**config.mk**
```make
export PLATFORM = sky130hd
export DESIGN_NAME = packet_register_bridge
export DESIGN_NICKNAME = d
export VERILOG_FILES = /design/src/rtl/packet_register_bridge_pkg.sv /design/src/rtl/packet_register_bridge_tx_byte_serialiser.sv /design/src/rtl/packet_register_bridge.sv
export SDC_FILE = /design/constraint.sdc
export NUM_CORES = 1
export LEC_CHECK = 0
export CORE_MARGIN = 2
export CORE_UTILIZATION = 57
export CTS_BUF_LIST = sky130_fd_sc_hd__clkbuf_4
export CTS_CLUSTER_DIAMETER = 150
export DETAILED_ROUTE_END_ITERATION = 7
export GPL_ROUTABILITY_DRIVEN = 0
export PLACE_DENSITY = 0.89
export SYNTH_ARGS = -nofsm -noshare
export SYNTH_HDL_FRONTEND = slang
export SYNTH_SLANG_ARGS = --single-unit
```
**constraint.sdc**
```tcl
create_clock -name ipClk -period 2.7 [get_ports ipClk]
set_clock_uncertainty 0.1 [all_clocks]
set_input_delay 0.27 -clock ipClk [delete_from_list [all_inputs] [get_ports ipClk]]
set_output_delay 0.27 -clock ipClk [all_outputs]
set_load 0.1 [all_outputs]
```
**src/rtl/packet_register_bridge_pkg.sv**
```systemverilog
// ---------------------------------------------------------------------------
// packet_register_bridge_pkg
//   Shared definitions for the byte-stream to register-bus bridge:
//   command codes, the parser state enumeration and a state classifier.
//   Optional feature macro: BRIDGE_CHECKSUM_EN adds the CSUM parser state.
// ---------------------------------------------------------------------------
package packet_register_bridge_pkg;

    localparam logic [7:0] CMD_READ  = 8'h00;
    localparam logic [7:0] CMD_WRITE = 8'h01;

    typedef enum logic [2:0] {
        ST_IDLE,
        ST_CMD,
        ST_ADDR,
        ST_DATA,
`ifdef BRIDGE_CHECKSUM_EN
        ST_CSUM,
`endif
        ST_WRITE,
        ST_RD_WAIT,
        ST_TX
    } bridge_state_t;

    // Receive states are the ones in which the bridge accepts bytes.
    function automatic logic is_rx_state(input bridge_state_t s);
        return !(s inside {ST_WRITE, ST_RD_WAIT, ST_TX});
    endfunction

endpackage

```
**src/rtl/packet_register_bridge_tx_byte_serialiser.sv**
```systemverilog
// ---------------------------------------------------------------------------
// tx_byte_serialiser
//   Loads a 32-bit read word and emits SYNC_BYTE followed by the word LSB
//   first (plus an XOR checksum byte when BRIDGE_CHECKSUM_EN is defined)
//   on a valid/ready byte stream. done_o pulses with the final handshake.
// Ports
//   clk_i       clock
//   rst_ni      asynchronous active-low reset
//   load_i      start a response with word_i
//   word_i      32-bit word to send
//   tx_data_o   byte being offered (0 when idle)
//   tx_valid_o  tx_data_o valid
//   tx_ready_i  downstream accepts the byte
//   done_o      last byte accepted this cycle
// ---------------------------------------------------------------------------
module tx_byte_serialiser #(
    parameter logic [7:0] SYNC_BYTE = 8'h55
) (
    input  logic        clk_i,
    input  logic        rst_ni,
    input  logic        load_i,
    input  logic [31:0] word_i,
    output logic [7:0]  tx_data_o,
    output logic        tx_valid_o,
    input  logic        tx_ready_i,
    output logic        done_o
);

`ifdef BRIDGE_CHECKSUM_EN
    localparam logic [2:0] LAST_IDX = 3'd5;
`else
    localparam logic [2:0] LAST_IDX = 3'd4;
`endif

    logic [31:0] word_q, word_d;
    logic [2:0]  idx_q, idx_d;
    logic        active_q, active_d;
    logic [7:0]  csum_q, csum_d;
    logic [7:0]  byte_out;
    logic        fire;

    // Index 0 is the sync byte, 1..4 come from the shift register's low byte,
    // 5 (checksum builds only) is the running XOR of everything sent so far.
    always_comb begin
        byte_out = 8'h00;
        if (active_q) begin
            if (idx_q == 3'd0) begin
                byte_out = SYNC_BYTE;
            end else if (idx_q <= 3'd4) begin
                byte_out = word_q[7:0];
            end else begin
                byte_out = csum_q;
            end
        end
    end

    assign fire       = active_q & tx_ready_i;
    assign done_o     = fire && (idx_q == LAST_IDX);
    assign tx_data_o  = byte_out;
    assign tx_valid_o = active_q;

    always_comb begin
        word_d   = word_q;
        idx_d    = idx_q;
        active_d = active_q;
        csum_d   = csum_q;
        if (load_i) begin
            word_d   = word_i;
            idx_d    = 3'd0;
            active_d = 1'b1;
            csum_d   = 8'h00;
        end else if (fire) begin
            csum_d = csum_q ^ byte_out;
            if (idx_q != 3'd0) begin
                word_d = {8'h00, word_q[31:8]};
            end
            if (idx_q == LAST_IDX) begin
                active_d = 1'b0;
                idx_d    = 3'd0;
            end else begin
                idx_d = idx_q + 3'd1;
            end
        end
    end

    always_ff @(posedge clk_i or negedge rst_ni) begin
        if (!rst_ni) begin
            word_q   <= '0;
            idx_q    <= '0;
            active_q <= 1'b0;
            csum_q   <= '0;
        end else begin
            word_q   <= word_d;
            idx_q    <= idx_d;
            active_q <= active_d;
            csum_q   <= csum_d;
        end
    end

endmodule

```
**src/rtl/packet_register_bridge.sv**
```systemverilog
// ---------------------------------------------------------------------------
// packet_register_bridge
//   Parses command packets (SYNC, CMD, ADDR, [4 data bytes LSB first]) from a
//   received byte stream and acts as register-bus master: writes produce a
//   single-cycle write strobe, reads sample the bus after RD_LATENCY and send
//   SYNC + 4 data bytes back on the transmit stream.
//   Optional macro BRIDGE_CHECKSUM_EN: packets and read responses carry a
//   trailing XOR checksum byte; bad request checksums abort the packet.
// Ports
//   ipClk / ipReset         clock, asynchronous active-low reset
//   ipRxData/ipRxValid/opRxReady   receive byte stream
//   opTxData/opTxValid/ipTxReady   transmit byte stream
//   opAddress/opWrData/opWrEnable  register bus write side
//   ipRdData                register bus read data
//   opErrorCount            saturating count of aborted packets
// ---------------------------------------------------------------------------
module packet_register_bridge
    import packet_register_bridge_pkg::*;
#(
    parameter logic [7:0]  SYNC_BYTE      = 8'h55,
    parameter int unsigned RD_LATENCY     = 1,
    parameter int unsigned TIMEOUT_CYCLES = 1_000_000
) (
    input  logic        ipClk,
    input  logic        ipReset,
    input  logic [7:0]  ipRxData,
    input  logic        ipRxValid,
    output logic        opRxReady,
    output logic [7:0]  opTxData,
    output logic        opTxValid,
    input  logic        ipTxReady,
    output logic [7:0]  opAddress,
    output logic [31:0] opWrData,
    output logic        opWrEnable,
    input  logic [31:0] ipRdData,
    output logic [7:0]  opErrorCount
);

    localparam logic [15:0] RD_WAIT_LAST = 16'(RD_LATENCY);
    localparam logic [31:0] TIMEOUT_LAST = 32'(TIMEOUT_CYCLES - 1);

    bridge_state_t state_q, state_d;
    logic          is_write_q, is_write_d;
    logic [7:0]    addr_q, addr_d;
    logic [31:0]   wr_data_q, wr_data_d;
    logic [1:0]    byte_idx_q, byte_idx_d;
    logic [15:0]   wait_q, wait_d;
    logic [31:0]   timeout_q, timeout_d;
    logic [7:0]    err_q, err_d;
    logic          rx_ready_q;
    logic          rx_fire;
    logic          err_inc;
    logic          tx_load;
    logic          tx_done;

`ifdef BRIDGE_CHECKSUM_EN
    logic [7:0]    csum_q, csum_d;

    // Running XOR of the request; the sync byte restarts it.
    always_comb begin
        csum_d = csum_q;
        if (rx_fire) begin
            if (state_q == ST_IDLE) begin
                csum_d = ipRxData;
            end else begin
                csum_d = csum_q ^ ipRxData;
            end
        end
    end

    always_ff @(posedge ipClk or negedge ipReset) begin
        if (!ipReset) begin
            csum_q <= '0;
        end else begin
            csum_q <= csum_d;
        end
    end
`endif

    assign rx_fire = ipRxValid & rx_ready_q;

    always_comb begin
        state_d    = state_q;
        is_write_d = is_write_q;
        addr_d     = addr_q;
        wr_data_d  = wr_data_q;
        byte_idx_d = byte_idx_q;
        wait_d     = '0;
        timeout_d  = '0;
        err_inc    = 1'b0;
        tx_load    = 1'b0;

        case (state_q)
            ST_IDLE: begin
                if (rx_fire && (ipRxData == SYNC_BYTE)) begin
                    state_d = ST_CMD;
                end
            end
            ST_CMD: begin
                if (rx_fire) begin
                    if ((ipRxData == CMD_READ) || (ipRxData == CMD_WRITE)) begin
                        is_write_d = (ipRxData == CMD_WRITE);
                        state_d    = ST_ADDR;
                    end else begin
                        err_inc = 1'b1;
                        state_d = ST_IDLE;
                    end
                end
            end
            ST_ADDR: begin
                if (rx_fire) begin
                    addr_d     = ipRxData;
                    byte_idx_d = 2'd0;
                    if (is_write_q) begin
                        state_d = ST_DATA;
                    end else begin
`ifdef BRIDGE_CHECKSUM_EN
                        state_d = ST_CSUM;
`else
                        state_d = ST_RD_WAIT;
`endif
                    end
                end
            end
            ST_DATA: begin
                if (rx_fire) begin
                    wr_data_d[{byte_idx_q, 3'b000} +: 8] = ipRxData;
                    byte_idx_d = byte_idx_q + 2'd1;
                    if (byte_idx_q == 2'd3) begin
`ifdef BRIDGE_CHECKSUM_EN
                        state_d = ST_CSUM;
`else
                        state_d = ST_WRITE;
`endif
                    end
                end
            end
`ifdef BRIDGE_CHECKSUM_EN
            ST_CSUM: begin
                if (rx_fire) begin
                    if (ipRxData == csum_q) begin
                        state_d = is_write_q ? ST_WRITE : ST_RD_WAIT;
                    end else begin
                        err_inc = 1'b1;
                        state_d = ST_IDLE;
                    end
                end
            end
`endif
            ST_WRITE: begin
                state_d = ST_IDLE;
            end
            ST_RD_WAIT: begin
                // Address settled one cycle before entry; RD_LATENCY+1 cycles
                // here leaves the read data settled when it is sampled.
                if (wait_q == RD_WAIT_LAST) begin
                    tx_load = 1'b1;
                    state_d = ST_TX;
                end else begin
                    wait_d = wait_q + 16'd1;
                end
            end
            ST_TX: begin
                if (tx_done) begin
                    state_d = ST_IDLE;
                end
            end
            default: begin
                state_d = ST_IDLE;
            end
        endcase

        // Mid-packet inactivity watchdog. Only reachable without a byte this
        // cycle, so it never collides with a case-arm state change.
        if (is_rx_state(state_q) && (state_q != ST_IDLE) && !rx_fire) begin
            if (timeout_q == TIMEOUT_LAST) begin
                err_inc = 1'b1;
                state_d = ST_IDLE;
            end else begin
                timeout_d = timeout_q + 32'd1;
            end
        end
    end

    assign err_d = (err_inc && (err_q != 8'hFF)) ? err_q + 8'd1 : err_q;

    always_ff @(posedge ipClk or negedge ipReset) begin
        if (!ipReset) begin
            state_q    <= ST_IDLE;
            is_write_q <= 1'b0;
            addr_q     <= '0;
            wr_data_q  <= '0;
            byte_idx_q <= '0;
            wait_q     <= '0;
            timeout_q  <= '0;
            err_q      <= '0;
            rx_ready_q <= 1'b0;
        end else begin
            state_q    <= state_d;
            is_write_q <= is_write_d;
            addr_q     <= addr_d;
            wr_data_q  <= wr_data_d;
            byte_idx_q <= byte_idx_d;
            wait_q     <= wait_d;
            timeout_q  <= timeout_d;
            err_q      <= err_d;
            // Registered so ready stays low through reset and rises one clock
            // after release.
            rx_ready_q <= is_rx_state(state_d);
        end
    end

    tx_byte_serialiser #(
        .SYNC_BYTE (SYNC_BYTE)
    ) u_tx (
        .clk_i      (ipClk),
        .rst_ni     (ipReset),
        .load_i     (tx_load),
        .word_i     (ipRdData),
        .tx_data_o  (opTxData),
        .tx_valid_o (opTxValid),
        .tx_ready_i (ipTxReady),
        .done_o     (tx_done)
    );

    assign opRxReady    = rx_ready_q;
    assign opAddress    = addr_q;
    assign opWrData     = wr_data_q;
    assign opWrEnable   = (state_q == ST_WRITE);
    assign opErrorCount = err_q;

endmodule

```
==> impl_metrics.xml, run 1 <==
<?xml version="1.0" encoding="UTF-8"?>
<metrics>
  <group name="yosys">
    <metric name="synth_area" unit="mm2">0.007108</metric>
    <metric name="synthesis.yosys.warnings" unit="">0</metric>
    <metric name="synth.top_cells.by_area" unit="">dfrtp_1 (52%), nand2_1 (6.8%), xnor2_1 (5.7%)</metric>
    <metric name="synth_most_common_cell" unit="">dfrtp_1</metric>
    <metric name="adder_and_majority_gate_portion_of_the_synthesized_area" unit="%">2.112</metric>
    <metric name="synth.avg_cell_area" unit="um2">9.684</metric>
    <metric name="synth_sequential_area_ratio" unit="%">51.75</metric>
    <metric name="synth_commonest_cells" unit="">dfrtp_1 (147), nand2_1 (129), nor2_1 (75)</metric>
    <metric name="synthArstFlopShare" unit="%">100.0</metric>
    <metric name="synth.top_cell.area_share" unit="%">51.75</metric>
    <metric name="synthesis.nets" unit="">790</metric>
    <metric name="synth_xor_xnor_area_share" unit="%">7.147</metric>
    <metric name="synth.largest_area_cell" unit="">dfrtp_1</metric>
    <metric name="post_synth_and_or_nand_nor_area_fraction" unit="%">21.92</metric>
    <metric name="count_of_flip_flops_with_a_built_in_enable_after_synthesis" unit="">0</metric>
    <metric name="ys_seq_elements" unit="">147</metric>
    <metric name="post_synth_mux_area_share" unit="%">6.495</metric>
    <metric name="synth.distinct_cells" unit="">51</metric>
    <metric name="compound_gate_fraction_of_synth_area" unit="%">7.710</metric>
    <metric name="main_combinational_cell_family_by_area_after_synthesis" unit="">simple AND/OR/NAND/NOR gates</metric>
    <metric name="ys.flop_type" unit="">dfrtp_1</metric>
    <metric name="synthCells" unit="">734</metric>
  </group>
  <group name="routing">
    <metric name="route.detailed.vias_per_inst" unit="">5.623</metric>
    <metric name="initialDrtViolationCount" unit="">484</metric>
    <metric name="post-route-drc-count" unit="">0</metric>
    <metric name="avgRoutedWirePerCell" unit="um">16.13</metric>
    <metric name="drt_pass1_iterations" unit="">5</metric>
    <metric name="drt.antenna.violating_nets" unit="">0</metric>
    <metric name="via_count" unit="">5775</metric>
    <metric name="drt_wl_total" unit="mm">16.56</metric>
  </group>
  <group name="sta">
    <metric name="grt_setup_unrepaired" unit="">false</metric>
    <metric name="timing.max_slew.rel_slack" unit="%">56.66</metric>
    <metric name="finalMaxSlewViolations" unit="">0</metric>
    <metric name="hold_viol" unit="">0</metric>
    <metric name="setup_total_negative_slack" unit="ns">0</metric>
    <metric name="report.final.setup_viol" unit="">0</metric>
    <metric name="period_minus_slack" unit="ns">2.546</metric>
    <metric name="tightestPinTransition" unit="ns">0.6500</metric>
    <metric name="timing.fmax" unit="MHz">392.8</metric>
    <metric name="fin_crit_sh" unit="%">94.29</metric>
  </group>
  <group name="floorplanning">
    <metric name="die-area" unit="mm2">0.01338</metric>
    <metric name="floorplan.io_pins" unit="">103</metric>
    <metric name="die_h" unit="um">115.7</metric>
    <metric name="core.rowCount" unit="">40</metric>
    <metric name="design.core.area" unit="mm2">0.01211</metric>
    <metric name="initial_core_util" unit="%">58.69</metric>
    <metric name="die_width" unit="um">115.7</metric>
  </group>
  <group name="status">
    <metric name="run_status" unit="">finished, final reports clean</metric>
  </group>
  <group name="clock_tree">
    <metric name="clock-sinks" unit="">147</metric>
    <metric name="clk-insertion-delay-late" unit="ns">0.53</metric>
    <metric name="clk_path_buf_depth" unit="">2</metric>
    <metric name="cts_tree" unit="">yes</metric>
    <metric name="cts.htree.levels" unit="">4</metric>
    <metric name="clk_root_buffer_cell" unit="">clkbuf_4</metric>
    <metric name="cts.reportedPaths.clkPinSlew" unit="ns">0.12</metric>
    <metric name="cts_buffers" unit="">17</metric>
  </group>
  <group name="setup_path">
    <metric name="crit_path_max_incr_delay" unit="ns">0.40</metric>
    <metric name="timing.critical_path.cells" unit="">inv_1, ha_4, mux2_2, a22oi_1, nor2b_2, buf_12</metric>
    <metric name="critical_path.reg2reg.startpoint" unit="">state_q[0]</metric>
    <metric name="worst-path-max-fanout" unit="">12</metric>
    <metric name="critPathCapture" unit="">opTxData[7]</metric>
    <metric name="endpoint_kind" unit="">output port</metric>
    <metric name="reg2reg_slack" unit="ns">0.30</metric>
    <metric name="ff2ff_path_depth" unit="">5</metric>
    <metric name="critical_path_rt" unit="ns">2.33</metric>
    <metric name="path_depth" unit="">6</metric>
    <metric name="critical-path-top-delay-family" unit="">flip-flops</metric>
    <metric name="timing.rr.end" unit="">opErrorCount[1]</metric>
    <metric name="crit_path_top_delay_cell" unit="">dfrtp_1</metric>
    <metric name="worst_setup_path_startpoint" unit="">u_tx.idx_q[0]</metric>
    <metric name="cp.arrival" unit="ns">2.18</metric>
    <metric name="worstPathBufferInverterCount" unit="">2</metric>
    <metric name="critical_path.startpoint_type" unit="">register</metric>
    <metric name="criticalPathCategory" unit="">register to output port</metric>
  </group>
  <group name="power_and_ir_drop">
    <metric name="max-vdd-ir-drop" unit="uV">375.8</metric>
    <metric name="totalPowerFinal" unit="W">0.004194</metric>
    <metric name="power_density" unit="mW/mm2">474.8</metric>
    <metric name="total_leakage_power" unit="nW">3.868</metric>
  </group>
  <group name="min_path">
    <metric name="worst_hold_path_type" unit="">input port to register</metric>
  </group>
  <group name="cells_and_area">
    <metric name="antenna-diode-count" unit="">0</metric>
    <metric name="final.fill_count" unit="">798</metric>
    <metric name="fin_nets" unit="">902</metric>
    <metric name="final_layout_size_suffix_gt1_share" unit="%">17.11</metric>
    <metric name="finish.utilization" unit="%">72.92</metric>
    <metric name="finish.instance_area" unit="mm2">0.008832</metric>
    <metric name="synthToLayoutAreaGrowth" unit="%">24.26</metric>
  </group>
  <group name="placed_design">
    <metric name="placement.cell_area" unit="mm2">0.008391</metric>
    <metric name="number_of_buffer_cells_added_on_primary_ports" unit="">102</metric>
    <metric name="hpwlAfterDp" unit="mm">11.43</metric>
  </group>
  <group name="grt">
    <metric name="wire_length_of_the_first_global_routing_pass" unit="mm">27.74</metric>
    <metric name="grt_max_degree" unit="">84</metric>
    <metric name="number_of_global_route_vias_before_repair" unit="">5761</metric>
    <metric name="grt_antenna_before_repair" unit="">0</metric>
    <metric name="aggregate_global_routing_overflow" unit="">0</metric>
    <metric name="groute.usage.overall" unit="%">26.23</metric>
  </group>
  <group name="run">
    <metric name="maxCapViolCount" unit="">0</metric>
  </group>
</metrics>
-- worst min-delay path: stages --
cell and delay (ns):
clkdlybuf4s50_1 0.39, nand2_1 0.05, o21ai_0 0.06
-- what timing repair did --
| action | in CTS | in global routing |
|---|---|---|
| setup buffers | 0 | 2 |
| cloned | 0 | 0 |
| pin swaps | 0 | 1 |
| setup endpoints to repair | 7 | 1 |
| hold buffers | 2 | 0 |
| hold endpoints to repair | 147 | 0 |
| resized for setup | 2 | 0 |
-- final cells by class --
class                   instances  area, um2  share of cell area [%]
multi-input cells             536       3293                   37.29
well taps                     168      210.2                   2.380
clock buffers                  18      135.1                   1.530
clock inverters                14      259.0                   2.932
flip-flops and latches        147       3679                   41.65
repair buffers                127       1192                   13.50
inverters                      17      63.81                  0.7225
-- cell usage in the layout, fill, tap and decap left out, types with 5 or more instances in the layout --
cell,count
nor3b_1,11
nor3_1,14
nand4_1,9
and2_1,5
nor2_1,74
nand3_1,25
inv_1,17
xor2_1,12
o21ai_0,71
and4_1,5
buf_4,72
clkdlybuf4s50_1,42
dfrtp_1,147
clkbuf_4,18
mux2i_1,30
nand2_1,129
buf_12,10
ha_1,11
bufinv_16,7
xnor2_1,46
a21oi_1,7
mux2_2,13
nor4_1,15
and3_1,9
-- cell families after synthesis --
group	Yosys count
compound gates	99
xor+xnor	58
fa+ha+maj	12
buf+inv	51
flops	147
mux	44
simple gates	323
-- registers in the layout, indices dropped and copies added, names as in the netlist --
name             cells
opWrData            32
timeout_q           32
u_tx.word_q         32
wait_q              16
opAddress            8
opErrorCount         8
u_tx.csum_q          8
state_q              3
u_tx.idx_q           3
byte_idx_q           2
is_write_q           1
opRxReady            1
u_tx.tx_valid_o      1
-- power breakdown --
part	switching, W	internal (W)
sequential	0.00000378	0.00220
clock	0.000777	0.00102
combinational	0.000105	0.0000805
total	0.000886	0.00331
-- worst min path at each step --
| stage | depth (start not counted) | from | endpoint | slack, ns |
|---|---|---|---|---|
| after floorplan | 0 | ipReset | byte_idx_q[0] | -0.13 |
| after global placement | 1 | ipReset | opWrData[6] | -0.006 |
| after detailed placement | 1 | ipReset | opWrData[6] | -0.005 |
| after CTS | 3 | ipRdData[1] | u_tx.word_q[1] | 0.14 |
| after global routing | 3 | ipRdData[25] | u_tx.word_q[25] | 0.13 |
| final | 3 | ipRdData[1] | u_tx.word_q[1] | 0.17 |
-- layer usage --
layer | vias up | GRT usage (%) | routed length (um)
met2 | 160 | 44.44 | 8523
met1 | 2853 | 34.51 | 7023
met3 | 28 | 5.335 | 778
met5 | - | 0 | 0
met4 | 0 | 7.698 | 238
li1 | 2734 | - | -
-- through the flow --
step | cells | setup WS (ns) | hold WS [ns]
3_3_place_gp | 991 | 0.2044 | -0.005541
4_1_cts | 1025 | 0.06387 | 0.1378
2_1_floorplan | 734 | -0.03363 | -0.1256
5_1_grt | 1027 | 0.02117 | 0.1304
6_report | 1027 | 0.1541 | 0.1691
3_5_place_dp | 991 | 0.1782 | -0.004659
(Power assumes the default switching activity.)
==> run 2: changes to the inputs <==
- CORE_UTILIZATION: 57 -> 55
- CTS_BUF_LIST: sky130_fd_sc_hd__clkbuf_4 -> default
- PLACE_DENSITY: 0.89 -> 0.87
- SKIP_LAST_GASP: default -> 1
- SLEW_MARGIN: default -> 20
==> run 2 against run 1 <==
Effect of this change: non-clock buffer count down 1; maximum frequency rose by 0.35%; highest routed layer unchanged; hold slack improved by 0.077 ns; count of clock-buffer cells in the layout is 1 higher; critical path type unchanged; via count rose by 0.17%; critical endpoint is now opTxData[1]; sequential cell count unchanged; final cell count increased by 0.29%.
==> impl_metrics.xml, run 2 (synthesis results as in run 1) <==
<?xml version="1.0" encoding="UTF-8"?>
<metrics>
  <group name="cells_and_area">
    <metric name="fin_nets" unit="">901</metric>
    <metric name="layout_common_cells" unit="">dfrtp_1 (147), nand2_1 (129), nor2_1 (74), buf_4 (72), o21ai_0 (71)</metric>
    <metric name="layout_commonest_cell" unit="">dfrtp_1</metric>
    <metric name="antenna-diode-count" unit="">0</metric>
    <metric name="synthToLayoutAreaGrowth" unit="%">26.62</metric>
    <metric name="finish.instance_area" unit="mm2">0.009000</metric>
    <metric name="final_layout_size_suffix_gt1_share" unit="%">17.13</metric>
  </group>
  <group name="clock_tree">
    <metric name="cts.htree.levels" unit="">4</metric>
    <metric name="cts.reportedPaths.clkPinSlew" unit="ns">0.06</metric>
    <metric name="clock-sinks" unit="">147</metric>
    <metric name="clk_path_buf_depth" unit="">2</metric>
    <metric name="clk_root_buffer_cell" unit="">clkbuf_16</metric>
    <metric name="cts_tree" unit="">yes</metric>
    <metric name="cts_buffers" unit="">17</metric>
    <metric name="cts.repair_timing.setup_buffer_count" unit="">0</metric>
    <metric name="clk-insertion-delay-late" unit="ns">0.42</metric>
  </group>
  <group name="setup_path">
    <metric name="timing.critical_path.cells" unit="">inv_1, ha_2, mux2_2, a21oi_1, nor2b_2, buf_12</metric>
    <metric name="crit_path_top_delay_cell" unit="">dfrtp_1</metric>
    <metric name="criticalPathCategory" unit="">register to output port</metric>
    <metric name="critical_path.reg2reg.startpoint" unit="">timeout_q[0]</metric>
    <metric name="critical-path-top-delay-family" unit="">flip-flops</metric>
    <metric name="critical_path_rt" unit="ns">2.33</metric>
    <metric name="ff2ff_path_depth" unit="">6</metric>
    <metric name="critical_path.startpoint_type" unit="">register</metric>
    <metric name="crit_path_max_incr_delay" unit="ns">0.39</metric>
    <metric name="cp.arrival" unit="ns">2.17</metric>
    <metric name="worstPathBufferInverterCount" unit="">2</metric>
    <metric name="worst-path-max-fanout" unit="">10</metric>
    <metric name="endpoint_kind" unit="">output port</metric>
    <metric name="timing.rr.end" unit="">opErrorCount[1]</metric>
    <metric name="reg2reg_slack" unit="ns">0.35</metric>
  </group>
  <group name="grt">
    <metric name="number_of_global_route_vias_before_repair" unit="">5546</metric>
    <metric name="wire_length_of_the_first_global_routing_pass" unit="mm">27.57</metric>
    <metric name="groute.usage.overall" unit="%">24.60</metric>
    <metric name="grt_max_degree" unit="">60</metric>
    <metric name="aggregate_global_routing_overflow" unit="">0</metric>
    <metric name="grt_antenna_before_repair" unit="">0</metric>
  </group>
  <group name="power_and_ir_drop">
    <metric name="power_density" unit="mW/mm2">520.2</metric>
    <metric name="p_comb_share" unit="%">3.9</metric>
    <metric name="p_sw_share" unit="%">21.76</metric>
    <metric name="share_clk_of_total_power" unit="%">48.9</metric>
    <metric name="max-vdd-ir-drop" unit="uV">420.8</metric>
    <metric name="totalPowerFinal" unit="W">0.004682</metric>
    <metric name="power_report.internal_total" unit="W">0.003663</metric>
    <metric name="seq_power_share" unit="%">47.2</metric>
    <metric name="switching_power" unit="W">0.001019</metric>
    <metric name="total_leakage_power" unit="nW">3.930</metric>
  </group>
  <group name="placed_design">
    <metric name="number_of_buffer_cells_added_on_primary_ports" unit="">102</metric>
    <metric name="placement.cell_area" unit="mm2">0.008411</metric>
    <metric name="hpwlAfterDp" unit="mm">10.97</metric>
  </group>
  <group name="routing">
    <metric name="drt_pass1_iterations" unit="">5</metric>
    <metric name="via_count" unit="">5785</metric>
    <metric name="drt_wl_total" unit="mm">16.35</metric>
    <metric name="avgRoutedWirePerCell" unit="um">15.87</metric>
    <metric name="post-route-drc-count" unit="">0</metric>
    <metric name="route.detailed.vias_per_inst" unit="">5.617</metric>
    <metric name="drt.antenna.violating_nets" unit="">0</metric>
    <metric name="initialDrtViolationCount" unit="">494</metric>
  </group>
  <group name="sta">
    <metric name="grt_setup_unrepaired" unit="">false</metric>
    <metric name="setup_total_negative_slack" unit="ns">0</metric>
    <metric name="report.final.setup_viol" unit="">0</metric>
    <metric name="finalMaxSlewViolations" unit="">0</metric>
    <metric name="period_minus_slack" unit="ns">2.537</metric>
    <metric name="timing.fmax" unit="MHz">394.2</metric>
    <metric name="timing.max_slew.rel_slack" unit="%">59.63</metric>
    <metric name="tightestPinTransition" unit="ns">0.6000</metric>
    <metric name="fin_crit_sh" unit="%">93.97</metric>
    <metric name="hold_viol" unit="">0</metric>
  </group>
  <group name="run">
    <metric name="maxCapViolCount" unit="">0</metric>
  </group>
  <group name="floorplanning">
    <metric name="floorplan.io_pins" unit="">103</metric>
    <metric name="die-area" unit="mm2">0.01385</metric>
    <metric name="die_width" unit="um">117.7</metric>
    <metric name="design.core.area" unit="mm2">0.01262</metric>
    <metric name="core.rowCount" unit="">41</metric>
    <metric name="initial_core_util" unit="%">56.33</metric>
    <metric name="die_h" unit="um">117.7</metric>
  </group>
  <group name="status">
    <metric name="run_status" unit="">finished, final reports clean</metric>
  </group>
  <group name="min_path">
    <metric name="worst_hold_path_type" unit="">input port to asynchronous set/reset pin</metric>
  </group>
</metrics>
[run 2: cell count changes in the layout (fill, tap and decap cells not counted), moves of 2 or more]
| cell | previous run | this run |
|---|---|---|
| clkbuf_16 | 0 | 17 |
| bufinv_16 | 7 | 2 |
| clkinv_4 | 4 | 2 |
| clkinvlp_4 | 0 | 3 |
| clkbuf_4 | 18 | 0 |
| clkinv_2 | 2 | 5 |
[run 2: how the worst max path moves through the flow]
stage	startpoint	end	slack [ns]	cells after the start
3_5_place_dp	ipRxData[5]	opErrorCount[1]	0.15	6
2_1_floorplan	u_tx.tx_valid_o	u_tx.csum_q[0]	-0.03	6
5_1_grt	u_tx.idx_q[0]	opTxData[1]	0.08	6
4_1_cts	u_tx.idx_q[0]	opTxData[1]	0.03	6
6_report	u_tx.idx_q[0]	opTxData[1]	0.16	6
3_3_place_gp	ipRxData[5]	opErrorCount[1]	0.19	6
[run 2: final cells by class]
type | count | area [um2]
well taps | 172 | 215.2
clock buffers | 19 | 442.9
fillers | 906 | 3620
repair buffers | 126 | 1182
multi-input cells | 536 | 3283
flip-flops and latches | 147 | 3679
inverters | 17 | 63.81
clock inverters | 13 | 133.9
[run 2: worst reg2reg max path, stage by stage, from the launching register on]
cell      delay, ns
dfrtp_1        0.42
ha_1           0.25
nor4bb_1       0.35
nand4_1        0.27
nor4_4         0.43
nor2_2         0.10
mux2_4         0.32
[run 2: stage by stage]
stage / cells / worst slack (ns) / utilization (%) / hold WS (ns)
finish: 1030 / 0.1629 / 71.32 / 0.2461
global route: 1030 / 0.07786 / 71.32 / 0.2938
CTS: 1030 / 0.03325 / 71.30 / 0.2554
detailed placement: 997 / 0.1518 / 66.65 / 0.1334
global placement: 997 / 0.1924 / 66.65 / 0.1273
floorplan: 734 / -0.03363 / - / -0.1256
[run 2: layer usage]
| layer | global-route usage (%) | routed length, um |
|---|---|---|
| met5 | 0 | 0 |
| met4 | 8.509 | 289 |
| met3 | 5.766 | 751 |
| met2 | 39.72 | 8060 |
| met1 | 32.81 | 7248 |
[run 2: power by group through the flow]
stage / registers [W] / clock network (W) / logic [W]
after floorplan: 0.00227 / 0 / 0.0000150
after global placement: 0.00225 / 0 / 0.000181
after detailed placement: 0.00225 / 0 / 0.000182
after CTS: 0.00221 / 0.00231 / 0.000186
after global routing: 0.00221 / 0.00241 / 0.000197
final: 0.00221 / 0.00229 / 0.000183
[run 2: what timing repair did]
| action | CTS | global route |
|---|---|---|
| hold endpoints to repair | 44 | 0 |
| resized for setup | 0 | 1 |
| hold buffers | 1 | 0 |
| endpoints found under the setup margin | 0 | 4 |
